==> config.mk <==
export PLATFORM = sky130hd
export DESIGN_NAME = vga_dither_stage
export DESIGN_NICKNAME = d
export VERILOG_FILES = /design/src/rtl/image_pkg.sv /design/src/rtl/bayer_quantiser.sv /design/src/rtl/vga_dither_stage.sv
export SDC_FILE = /design/constraint.sdc
export NUM_CORES = 1
export LEC_CHECK = 0
export ABC_AREA = 1
export BUFFER_PORTS_ARGS = -buffer_cell sky130_fd_sc_hd__buf_4
export CELL_PAD_IN_SITES_DETAIL_PLACEMENT = 0
export CELL_PAD_IN_SITES_GLOBAL_PLACEMENT = 2
export CORE_UTILIZATION = 32
export CTS_BUF_LIST = sky130_fd_sc_hd__clkbuf_8
export DETAILED_ROUTE_END_ITERATION = 6
export PLACE_DENSITY_LB_ADDON = 0.1
export SLEW_MARGIN = 10
export SYNTH_ARGS = -nofsm -noshare
export SYNTH_HDL_FRONTEND = slang
export SYNTH_SLANG_ARGS = --single-unit
==> constraint.sdc <==
create_clock -name pixel_clk -period 4 [get_ports pixel_clk]
set_input_delay 0.4 -clock pixel_clk [delete_from_list [all_inputs] [get_ports pixel_clk]]
set_output_delay 0.4 -clock pixel_clk [all_outputs]
set_load 0.05 [all_outputs]
==> src/rtl/image_pkg.sv <==
// Shared definitions for the VGA pixel stage.
//   mode_e      : quantiser mode encodings (truncate, threshold, dither, bars)
//   BAYER_4X4   : standard 4x4 ordered-dither thresholds, row-major
//   side_t      : per-pixel side band carried alongside the ROM latency
//   sync_idle() : inactive level of a sync given its active polarity
//   bayer_thr() : threshold lookup by (row[1:0], col[1:0])
package image_pkg;

  typedef enum logic [1:0] {
    MODE_TRUNC  = 2'd0,
    MODE_THRESH = 2'd1,
    MODE_DITHER = 2'd2,
    MODE_BARS   = 2'd3
  } mode_e;

  // Index = {row[1:0], col[1:0]}; element 0 is the top-left threshold.
  localparam logic [0:15][3:0] BAYER_4X4 = {
    4'd0,  4'd8,  4'd2,  4'd10,
    4'd12, 4'd4,  4'd14, 4'd6,
    4'd3,  4'd11, 4'd1,  4'd9,
    4'd15, 4'd7,  4'd13, 4'd5
  };

  typedef struct packed {
    logic       in_win;
    logic       de;
    logic       hs;
    logic       vs;
    logic [1:0] row;
    logic [1:0] col;
    logic [2:0] bar;
  } side_t;

  function automatic logic sync_idle(input logic pol);
    return ~pol;
  endfunction

  function automatic logic [3:0] bayer_thr(input logic [1:0] r, input logic [1:0] c);
    return BAYER_4X4[{r, c}];
  endfunction

endpackage

==> src/rtl/bayer_quantiser.sv <==
// One colour channel of the quantiser: reduces IN_BITS to OUT_BITS by
// truncation, 50% threshold, 4x4 ordered dither or a constant bar level.
//   pixel_clk, reset_n : clock, async active-low reset
//   mode               : latched frame mode
//   pix                : channel value from ROM
//   row, col           : low screen coordinate bits aligned with pix
//   bar_on             : this channel's bit of the test-bar index
//   blank              : force output to 0 (blanking / outside window)
//   q_out              : registered quantised channel
module bayer_quantiser
  import image_pkg::*;
#(
  parameter int IN_BITS  = 8,
  parameter int OUT_BITS = 1
) (
  input  logic                pixel_clk,
  input  logic                reset_n,
  input  mode_e               mode,
  input  logic [IN_BITS-1:0]  pix,
  input  logic [1:0]          row,
  input  logic [1:0]          col,
  input  logic                bar_on,
  input  logic                blank,
  output logic [OUT_BITS-1:0] q_out
);

  localparam int PW = IN_BITS + OUT_BITS;
  localparam int SW = OUT_BITS + 1;
  localparam int LV = (1 << OUT_BITS) - 1;

  logic [PW-1:0]       p;
  logic [OUT_BITS-1:0] q;
  logic [3:0]          f;
  logic                bump;
  logic [SW-1:0]       sum;
  logic [OUT_BITS-1:0] nxt;

  // p = c*lv; q is the integer level, f the top 4 fraction bits.
  assign p = PW'(pix) * PW'(LV);
  assign q = OUT_BITS'(p >> IN_BITS);
  assign f = 4'(p[IN_BITS-1:0] >> (IN_BITS - 4));

  always_comb begin
    bump = 1'b0;
    sum  = '0;
    nxt  = '0;
    case (mode)
      MODE_TRUNC: nxt = OUT_BITS'(pix >> (IN_BITS - OUT_BITS));
      MODE_THRESH, MODE_DITHER: begin
        bump = (mode == MODE_THRESH) ? (f >= 4'd8) : (f > bayer_thr(row, col));
        sum  = {1'b0, q} + SW'(bump);
        // q <= lv-1 mathematically, but clamp anyway so odd widths stay safe
        nxt  = (sum > SW'(LV)) ? OUT_BITS'(LV) : sum[OUT_BITS-1:0];
      end
      default: nxt = bar_on ? OUT_BITS'(LV) : '0;
    endcase
  end

  always_ff @(posedge pixel_clk or negedge reset_n) begin
    if (!reset_n) q_out <= '0;
    else          q_out <= blank ? '0 : nxt;
  end

endmodule

==> src/rtl/vga_dither_stage.sv <==
// Pixel stage between VGA timing generator and RGB image ROM.
// Maps (column,row) to a ROM address with integer upscale and offset,
// quantises the returned pixel per channel and delays syncs/enable so
// everything leaves aligned, MEM_LATENCY+2 cycles after the input.
//   pixel_clk, reset_n              : clock, async active-low reset
//   mode                            : quantiser mode, latched at v_sync start
//   in_h_sync, in_v_sync, in_disp_ena, column, row : from timing generator
//   mem_addr / mem_pixel            : ROM address out, {R,G,B} back
//   rgb, h_sync, v_sync, disp_ena   : aligned outputs to the VGA pins
module vga_dither_stage
  import image_pkg::*;
#(
  parameter int   IN_BITS       = 8,
  parameter int   OUT_BITS      = 1,
  parameter int   COORD_WIDTH   = 32,
  parameter int   IMAGE_WIDTH   = 116,
  parameter int   IMAGE_HEIGHT  = 78,
  parameter int   ADDRESS_WIDTH = 14,
  parameter int   SCALE_LOG2    = 0,
  parameter int   H_OFFSET      = 0,
  parameter int   V_OFFSET      = 0,
  parameter int   MEM_LATENCY   = 1,
  parameter int   BAR_SHIFT     = 8,
  parameter logic H_POL         = 1'b0,
  parameter logic V_POL         = 1'b1
) (
  input  logic                     pixel_clk,
  input  logic                     reset_n,
  input  logic [1:0]               mode,
  input  logic                     in_h_sync,
  input  logic                     in_v_sync,
  input  logic                     in_disp_ena,
  input  logic [COORD_WIDTH-1:0]   column,
  input  logic [COORD_WIDTH-1:0]   row,
  output logic [ADDRESS_WIDTH-1:0] mem_addr,
  input  logic [3*IN_BITS-1:0]     mem_pixel,
  output logic [3*OUT_BITS-1:0]    rgb,
  output logic                     h_sync,
  output logic                     v_sync,
  output logic                     disp_ena
);

  localparam int NUM_LANES = 3;
  // Stage A is sb_pipe[0]; pixel arrives with sb_pipe[MEM_LATENCY];
  // sb_pipe[STAGES] is aligned with the quantiser output register.
  localparam int STAGES    = MEM_LATENCY + 1;

  // ---------------- stage A: window and address ----------------
  logic [COORD_WIDTH-1:0] dx, dy, sx, sy;
  logic                   in_win;
  logic [2:0]             bar_idx;
  side_t                  side_a, side_rst;

  assign dx      = column - COORD_WIDTH'(H_OFFSET);
  assign dy      = row    - COORD_WIDTH'(V_OFFSET);
  assign sx      = dx >> SCALE_LOG2;
  assign sy      = dy >> SCALE_LOG2;
  // The >= checks keep coordinates left/above the window from wrapping in.
  assign in_win  = in_disp_ena
                 && (column >= COORD_WIDTH'(H_OFFSET))
                 && (row    >= COORD_WIDTH'(V_OFFSET))
                 && (sx < COORD_WIDTH'(IMAGE_WIDTH))
                 && (sy < COORD_WIDTH'(IMAGE_HEIGHT));
  assign bar_idx = 3'(column >> BAR_SHIFT);

  always_comb begin
    side_a        = '0;
    side_a.in_win = in_win;
    side_a.de     = in_disp_ena;
    side_a.hs     = in_h_sync;
    side_a.vs     = in_v_sync;
    side_a.row    = row[1:0];
    side_a.col    = column[1:0];
    side_a.bar    = bar_idx;
  end

  always_comb begin
    side_rst    = '0;
    side_rst.hs = sync_idle(H_POL);
    side_rst.vs = sync_idle(V_POL);
  end

  always_ff @(posedge pixel_clk or negedge reset_n) begin
    if (!reset_n) mem_addr <= '0;
    else          mem_addr <= in_win ? ADDRESS_WIDTH'(sy * COORD_WIDTH'(IMAGE_WIDTH) + sx) : '0;
  end

  // ---------------- side band delay line ----------------
  side_t sb_pipe [STAGES:0];

  always_ff @(posedge pixel_clk or negedge reset_n) begin
    if (!reset_n) begin
      for (int k = 0; k <= STAGES; k++) sb_pipe[k] <= side_rst;
    end else begin
      sb_pipe[0] <= side_a;
      for (int k = 1; k <= STAGES; k++) sb_pipe[k] <= sb_pipe[k-1];
    end
  end

  // ---------------- frame mode latch ----------------
  logic  v_prev;
  mode_e mode_q;

  always_ff @(posedge pixel_clk or negedge reset_n) begin
    if (!reset_n) begin
      v_prev <= sync_idle(V_POL);
      mode_q <= MODE_TRUNC;
    end else begin
      v_prev <= in_v_sync;
      if (in_v_sync == V_POL && v_prev != V_POL) mode_q <= mode_e'(mode);
    end
  end

  // ---------------- per-channel quantisers ----------------
  side_t                                 sb_q;
  logic                                  blank;
  logic [NUM_LANES-1:0][IN_BITS-1:0]     pix_lane;
  logic [NUM_LANES-1:0][OUT_BITS-1:0]    rgb_lane;

  assign sb_q     = sb_pipe[MEM_LATENCY];
  assign pix_lane = mem_pixel;
  // Bars ignore the image window but still respect blanking.
  assign blank    = ~(sb_q.de & (sb_q.in_win | (mode_q == MODE_BARS)));

  // Lane 2 = R, 1 = G, 0 = B, matching {R,G,B} packing and bar[2:0].
  for (genvar g = 0; g < NUM_LANES; g++) begin : g_lane
    bayer_quantiser #(
      .IN_BITS  (IN_BITS),
      .OUT_BITS (OUT_BITS)
    ) u_quant (
      .pixel_clk (pixel_clk),
      .reset_n   (reset_n),
      .mode      (mode_q),
      .pix       (pix_lane[g]),
      .row       (sb_q.row),
      .col       (sb_q.col),
      .bar_on    (sb_q.bar[g]),
      .blank     (blank),
      .q_out     (rgb_lane[g])
    );
  end

  assign rgb      = rgb_lane;
  assign h_sync   = sb_pipe[STAGES].hs;
  assign v_sync   = sb_pipe[STAGES].vs;
  assign disp_ena = sb_pipe[STAGES].de;

endmodule

### After elaboration in Yosys (flattened, before gate mapping)

Memories as Yosys holds them, arrays and structs flattened.
Cells that the tools add are included.

| storage, ports and cells | value |
|---|---|
| flip-flop bits (word level) | 44 |
| bits in read-only memories | 64 |
| input bits | 95 |
| word-level logic and storage cells | 71 |
| memories kept | 1 |

Memories:

| memory | depth | width | rd ports | clocked after Yosys merged registers in | write ports | line | RTL |
|---|---|---|---|---|---|---|---|
| (no name shown) | 16 | 4 | 1 | 0 | 0 | image_pkg.sv:39 | `return BAYER_4X4[{r, c}];` |

| cells by class | value |
|---|---|
| add/sub/neg operators | 1 |
| multipliers | 1 |
| magnitude comparators | 14 |
| equality and inequality tests | 3 |
| multiplexer cells | 18 |
| bitwise logic cells | 4 |
| reduce and logical (&&, ||, !) cells | 7 |

Operators by type and width:

| kind | number |
|---|---|
| >= comparator 32 x 1 -> 1 bit (second input constant) | 2 |
| < comparator 32 x 7 -> 1 bit (second input constant) | 2 |
| multiplier 32 x 5 -> 12 bit (second input constant) | 1 |
| adder 14 bit | 1 |
| two-way mux 14 bit | 1 |
| >= comparator 4 bit (second input constant) | 3 |
| greater-than comparator 4 bit | 3 |
| two-way mux 1 bit | 12 |
| two-way mux 4 bit | 2 |
| case mux 1 bit (2 select lines) | 3 |
| >= comparator 5 bit (second input constant) | 1 |
| logical AND 1 bit | 5 |
| NOT 4 -> 5 bit | 1 |
| == test 2 bit (second input constant) | 2 |
| greater-than comparator 1 bit (second input constant) | 3 |
| == test 2 x 1 -> 1 bit (second input constant) | 1 |
| logical NOT 2 bit | 1 |
| OR reduction 2 bit | 1 |
| AND 1 bit | 1 |
| NOT 1 bit | 1 |
| bitwise OR 1 bit | 1 |

### Logic depth before layout (Yosys ltp)

Gate-level depths: netlist of run 1.

| depth | value |
|---|---|
| word-level depth | 10 |
| depth in mapped cells | 23 |
| gate-level depth less buffers | 23 |

### Modules after synthesis

From an unflattened synthesis of run 1, not the netlist that was laid out.

| unflattened totals | value |
|---|---|
| cells, all modules | 439 |
| area total of the unflattened synthesis | 3,606.0 um2 |

By module, submodules not included:

| module | times used | cells an instance | area each (um2) | sequential area each (um2) |
|---|---|---|---|---|
| vga_dither_stage | 1 | 337 | 2,911.5 | 1,029.7 |
| bayer_quantiser | 3 | 34 | 231.5 | 25.0 |

### Worst setup path before layout of run 1

OpenSTA, ideal clock, no wires.

| timing path | value |
|---|---|
| path type | input port to flip-flop |
| from | input port row[2] |
| to | register mem_addr[12] |
| setup time | 0.121 ns |
| arrival | 3.761 ns |
| data required time | 3.879 ns |
| path slack | 0.117 ns |
| stages on the path | 21 |
| cells stage by stage | inv_1 -> fa_1 -> inv_1 -> ha_1 -> inv_1 -> fa_1 -> inv_1 -> ha_1 -> a21oi_1 -> nand2_1 -> a21oi_1 -> nor2_1 -> nor2_1 -> xnor2_1 -> ha_1 -> inv_1 -> nor3_1 -> nand3_1 -> nand3_1 -> nand2_1 -> nor3b_2 |

| on the way | value |
|---|---|
| word-level cells in the longest chain between the ends | 5 |
| elaborated cells between the ends (all ways) | 8 |

Ends and longest elaborated chain:

| element | line | RTL |
|---|---|---|
| from (decl) | vga_dither_stage.sv:34 | `input logic [COORD_WIDTH-1:0] row,` |
| parallel branches: the longest is 4 deep, another holds multiplier 32 x 5 -> 12 bit | -- |  |
| two-way mux 14 bit (*) | vga_dither_stage.sv:85 | `else mem_addr <= in_win ? ADDRESS_WIDTH'(sy * COORD_WIDTH'(IMAGE_WIDTH) + sx) : '0;` |
| to (signal assigned) | vga_dither_stage.sv:85 |  |
| to (decl) | vga_dither_stage.sv:35 | `output logic [ADDRESS_WIDTH-1:0] mem_addr,` |

Every way passes the cells marked *.
A chain may end at the register's enable or synchronous reset.

### Worst setup path in the final report of run 1

| timing path | value |
|---|---|
| from | input port row[1] |
| to | register mem_addr[13] |

Same word-level chain as after synthesis.

==> results of run 1 <==
critical path: stages:
cell and delay (ps):
buf_4 80, inv_1 50, fa_1 520, inv_1 40, ha_1 300, fa_1 460, ha_1 340, a21oi_1 130
nand2_1 80, a21oi_1 130, nor2_1 50, nor2_1 110, xor2_1 170, inv_1 90, ha_4 300, nand2_1 70
nor3_2 190, nand2_1 70, nor2_1 100, nor2_1 70, a21oi_1 120, nor2_1 60
placed cells by master (no fill, tap or decap), types with 2 or more instances in the layout:
master and instances:
a21oi_2 2, xor2_1 4, inv_1 81, a21o_1 3, nand2_1 65, dfrtp_1 41, or2_1 2, xnor2_1 7
o21bai_1 2, o21ai_0 10, ha_4 4, clkbuf_8 5, fa_1 15, nor2_1 53, nor3b_1 2, nand4_1 2
o211ai_1 4, ha_1 46, nor3_2 5, buf_4 131, a21oi_1 30, dfstp_2 3, nor3_1 3, nand3b_1 3
nand3_1 15
layer usage:
layer  GRT usage  vias up
li1            -     1572
met1       0.153     1290
met2       0.282       48
met3      0.0155        7
met4      0.0506        0
met5           0        -
cell type report:
class	instances	area, um2	share of cell area
Multi-Input combinational cell	285	2070	0.436
Sequential cell	44	1100	0.233
Timing Repair Buffer	131	983	0.207
Inverter	81	304	0.0641
Tap cell	136	170	0.0359
Clock buffer	5	68.8	0.0145
Clock inverter	3	46.3	0.00976
power breakdown:
part	total, mW	internal (mW)	leakage [nW]	switching (mW)
Sequential	0.470	0.463	0.551	0.00732
Clock	0.344	0.188	0.0548	0.156
Combinational	1.30	0.624	2.00	0.678
how the worst max path moves through the flow:
stage / from / end / slack [ps] / depth (start not counted)
finish: row[1] / mem_addr[13]$_DFF_PN0_ / 270 / 22
global route: row[2] / mem_addr[12]$_DFF_PN0_ / -10 / 21
CTS: row[2] / mem_addr[12]$_DFF_PN0_ / 120 / 21
detailed placement: row[2] / mem_addr[12]$_DFF_PN0_ / -200 / 21
global placement: row[2] / mem_addr[12]$_DFF_PN0_ / -160 / 21
floorplan: row[2] / mem_addr[12]$_DFF_PN0_ / 120 / 21
sequential cells by signal, indices dropped and copies added (netlist names):
signal                cells
mem_addr                 14
h_sync                    1
g_lane.u_quant.q_out      3
v_sync                    1
disp_ena                  1
sb_pipe                  21
v_prev                    1
mode_q                    2
kinds of logic after synthesis:
logic type	synth area share
AO/OA/AOI/OAI	0.0887
adder cells (fa/ha/maj)	0.269
AND/OR/NAND/NOR	0.195
flip-flops	0.321
XOR/XNOR	0.0280
buffers and inverters	0.0982
through the flow:
stage	std cells	hold slack, ps	utilization	instance area, um2
2_1_floorplan	414	104	-	3440
3_3_place_gp	677	331	0.440	4560
3_5_place_dp	677	336	0.440	4560
4_1_cts	685	88.9	0.451	4680
5_1_grt	685	120	0.457	4740
6_report	685	77.2	0.457	4740
repair_timing:
action / CTS / global route
gates resized for setup: 0 / 10
setup endpoints to repair: 0 / 3
hold endpoints to repair: 0 / 0
==> results.json, run 1 <==
{
  "tightest_slew_ps": 535,
  "period_share": 0.932,
  "cts_tree": "built",
  "gp_congestion": 0.788,
  "grt_max_degree": 45,
  "yosysMostFrequentCell": "inv_1",
  "start_util": 0.332,
  "hold_class": "input port to async pin",
  "routed-wl-met2_um": 3990,
  "grt_usage": 0.142,
  "numCtsBuffers": 5,
  "via_count": 2917,
  "antenna_cells": 0,
  "endpoint_kind": "flop",
  "drt_first_pass_iters": 4,
  "drcViolationCount": 0,
  "final-setup-viol-count": 0,
  "clock_latency_ps": 300,
  "r2r_cells": 8,
  "outcome": "completed",
  "syn2layout_area_growth_pct": 37.9,
  "cp.required_ps": 4190,
  "clock_sinks": 44,
  "top_layer": "met4",
  "dpl.hpwl_um": 6460,
  "ys.flop_type": "dfrtp_1",
  "met3WireLength_um": 225,
  "maxCapViolCount": 0,
  "synth-seq-area-share": 0.321,
  "rr_startpoint": "sb_pipe[17]$_DFF_PN0_",
  "post_cts_buffers": 0,
  "synth_top_area_share": 0.298,
  "avgSynthCellArea_um2": 8.31,
  "antenna_found_initial": 0,
  "die_y_um": 106,
  "p_per_area_nw_per_um2": 446,
  "synth_nets": 574,
  "die_w_um": 106,
  "synth-edff-count": 0,
  "wl_per_cell_um": 10.8,
  "pre_cts_ws_ps": -202,
  "cp.arrival_ps": 3920,
  "synth-async-reset-ratio": 1.00,
  "r2r_setup_slack_ps": 2240,
  "rows": 37,
  "cp_max_fo": 5,
  "crit_path_start_kind": "input port",
  "power_mw": 2.12,
  "report.final.slew_viol_count": 0,
  "root_buffer": "clkbuf_8",
  "drt_iter0_drc": 71,
  "clkTransAtPathRegs_ps": 80,
  "crit_type": "input port to flop",
  "synth_area_leader_cell": "dfrtp_1",
  "p_leak_nw": 2.61,
  "drt-total-wl_um": 7430,
  "cts_buffer_depth": 2,
  "min_period_ps": 3730,
  "core_area_um2": 10400,
  "num_io_pins": 115,
  "r2r-end": "g_lane[2].u_quant.q_out$_DFF_PN0_",
  "overflow": 0,
  "hold_buffers": 0,
  "ctsHtreeMaxLevel": 2,
  "synth_area_um2": 3440,
  "antenna_left": 0,
  "fp.dieArea_um2": 11200,
  "ys_types": 30,
  "yosysWarnings": 0,
  "numPortBuffers": 102,
  "fin_nets": 708,
  "setup_slack_ps": 273,
  "hold_viol": 0,
  "ys_ff_latch": 44,
  "peakVddDrop_v": 0.000199,
  "synthTopCellsByCount": "inv_1, nand2_1, nor2_1",
  "setup_tns_ps": 0,
  "synthesis.instances": 414,
  "fillCellCount": 1071,
  "skew_ps": 7.52,
  "grt_pass1_vias": 3018,
  "grt_pass1_wl_um": 12800,
  "drive_above_1_share": 0.284,
  "wirelength_met1_um": 3110,
  "synth.area.top_cells": "dfrtp_1, ha_1, inv_1",
  "relSlewSlack": 0.643,
  "fmax_ghz": 0.268,
  "vias_per_cell": 4.26
}
Note: power is estimated with default switching activity, not from simulation.
==> run 2: changes to the inputs <==
CORE_MARGIN = 5   (was default)
CORE_UTILIZATION = 31   (was 32)
CTS_BUF_LIST = sky130_fd_sc_hd__clkbuf_16   (was sky130_fd_sc_hd__clkbuf_8)
==> results.json, run 2 (synthesis gave the netlist of run 1 again) <==
{
  "period_share": 0.929,
  "final-setup-viol-count": 0,
  "cts_resized": 0,
  "crit_start": "row[3]",
  "place_inst": 683,
  "mostFrequentLayoutCell": "buf_4",
  "crit_path_start_kind": "input port",
  "die_w_um": 115,
  "seqCellArea_um2": 1100,
  "fin_cells": 691,
  "grt_max_degree": 45,
  "r2r_setup_slack_ps": 2180,
  "fillCellCount": 1117,
  "numCtsBuffers": 5,
  "min_period_ps": 3720,
  "core_area_um2": 10800,
  "start_util": 0.317,
  "crit_end": "mem_addr[12]$_DFF_PN0_",
  "drt-total-wl_um": 8030,
  "cp_common_cell": "inv_1",
  "worstSetupPathDepth": 21,
  "cp.buffers_inverters": 5,
  "clkTransAtPathRegs_ps": 60,
  "peakVddDrop_v": 0.000281,
  "slowest_delay_ps": 580,
  "largest-register": "sb_pipe",
  "numPortBuffers": 102,
  "hold_viol": 0,
  "r2r_cells": 8,
  "relSlewSlack": 0.647,
  "gp_congestion": 0.789,
  "vias_per_cell": 4.26,
  "report.final.slew_viol_count": 0,
  "path_delay_family": "adder cells",
  "fin_nets": 710,
  "ctsHtreeMaxLevel": 2,
  "overflow": 0,
  "wl_per_cell_um": 11.6,
  "holdWs_ps": 94.2,
  "multi_input_area_um2": 2090,
  "place_area_um2": 4580,
  "r2r-end": "g_lane[2].u_quant.q_out$_DFF_PN0_",
  "clock_latency_ps": 280,
  "dpl.hpwl_um": 7010,
  "cts_buffer_depth": 2,
  "antenna_cells": 0,
  "drt_first_pass_iters": 4,
  "setup_tns_ps": 0,
  "antenna_left": 0,
  "rows": 38,
  "critPathSlowestCell": "fa_1",
  "p_per_area_nw_per_um2": 471,
  "final_area_um2": 4850,
  "die_y_um": 115,
  "grt_pass1_vias": 3061,
  "via_count": 2946,
  "mostFrequentLayoutCells": "buf_4, inv_1, nand2_1, nor2_1, ha_1",
  "rr_startpoint": "sb_pipe[17]$_DFF_PN0_",
  "syn2layout_area_growth_pct": 40.9,
  "cts_tree": "built",
  "tightest_slew_ps": 529,
  "hold_class": "input port to async pin",
  "grt_pass1_wl_um": 13300,
  "fp.dieArea_um2": 13300,
  "skew_ps": 3.01,
  "drcViolationCount": 0,
  "outcome": "completed",
  "cp.required_ps": 4160,
  "clock_sinks": 44,
  "p_leak_nw": 2.64,
  "drt_iter0_drc": 60,
  "fmax_ghz": 0.269,
  "reg_top3": "sb_pipe: 21 flops, mem_addr: 14 flops, g_lane.u_quant.q_out: 3 flops",
  "grt_usage": 0.123,
  "maxCapViolCount": 0,
  "num_io_pins": 115,
  "path_cells": "buf_4 > inv_1 > fa_1 > inv_1 > ha_4 > fa_1 > ha_4 > a21oi_2 > nand2_1 > a21oi_2 > nor2_1 > nor2_1 > xor2_1 > inv_1 > ha_4 > inv_1 > nor3_2 > nand3_1 > nand3_1 > nand2_1 > nor3b_2",
  "crit_type": "input port to flop",
  "post_cts_buffers": 0,
  "largest_reg_flops": 21,
  "cp_max_fo": 5,
  "hold_buffers": 0,
  "finalCoreUtilization": 0.447,
  "antenna_found_initial": 0,
  "endpoint_kind": "flop",
  "drive_above_1_share": 0.292,
  "root_buffer": "clkbuf_16",
  "cp.arrival_ps": 3870
}
## run 2: layout make-up
type,instances,area share
inverters,81,0.0627
flip-flops and latches,44,0.228
clock inverters,3,0.00955
multi-input cells,285,0.432
clock buffers,5,0.0258
well taps,140,0.0361
repair buffers,133,0.206
## run 2: worst min-delay path by stage
stage                                    start                    end  slack [ps]  depth (start not counted)
after floorplan                        reset_n     disp_ena$_DFF_PN0_         100                          0
after global placement    sb_pipe[1]$_DFF_PN0_  sb_pipe[12]$_DFF_PN0_         330                          0
after detailed placement  sb_pipe[1]$_DFF_PN0_  sb_pipe[12]$_DFF_PN0_         340                          0
after CTS                              reset_n  sb_pipe[15]$_DFF_PN0_         120                          1
after global routing                   reset_n  sb_pipe[15]$_DFF_PN0_         150                          1
final                                  reset_n  sb_pipe[15]$_DFF_PN0_          90                          1
## run 2: routing by layer
metal | vias to the layer above | global-route usage | share of wire
met1 | 1318 | 0.145 | 0.40
met5 | - | 0 | 0
met2 | 48 | 0.234 | 0.55
li1 | 1574 | - | -
met4 | 0 | 0.0305 | 0.011
met3 | 6 | 0.0153 | 0.042
## run 2: worst reg2reg max path: stages (launching register included)
cell and delay, ps:
dfrtp_1 430, xnor2_1 330, ha_1 320, a21oi_1 140, o21ai_0 70, o21ai_0 130
nand2_1 90, o211ai_1 100, a21oi_1 90
## run 2: per-stage QoR
stage	power, mW	worst slack [ps]
6_report	2.28	283
5_1_grt	2.51	-10.2
4_1_cts	2.20	137
3_5_place_dp	1.73	-146
3_3_place_gp	1.73	-146
2_1_floorplan	1.27	117
## run 2: power breakdown
group / switching, mW / internal, mW / total (mW) / leakage (nW)
sequential: 0.00739 / 0.463 / 0.471 / 0.551
clock: 0.168 / 0.296 / 0.464 / 0.0804
combinational: 0.694 / 0.655 / 1.35 / 2.01
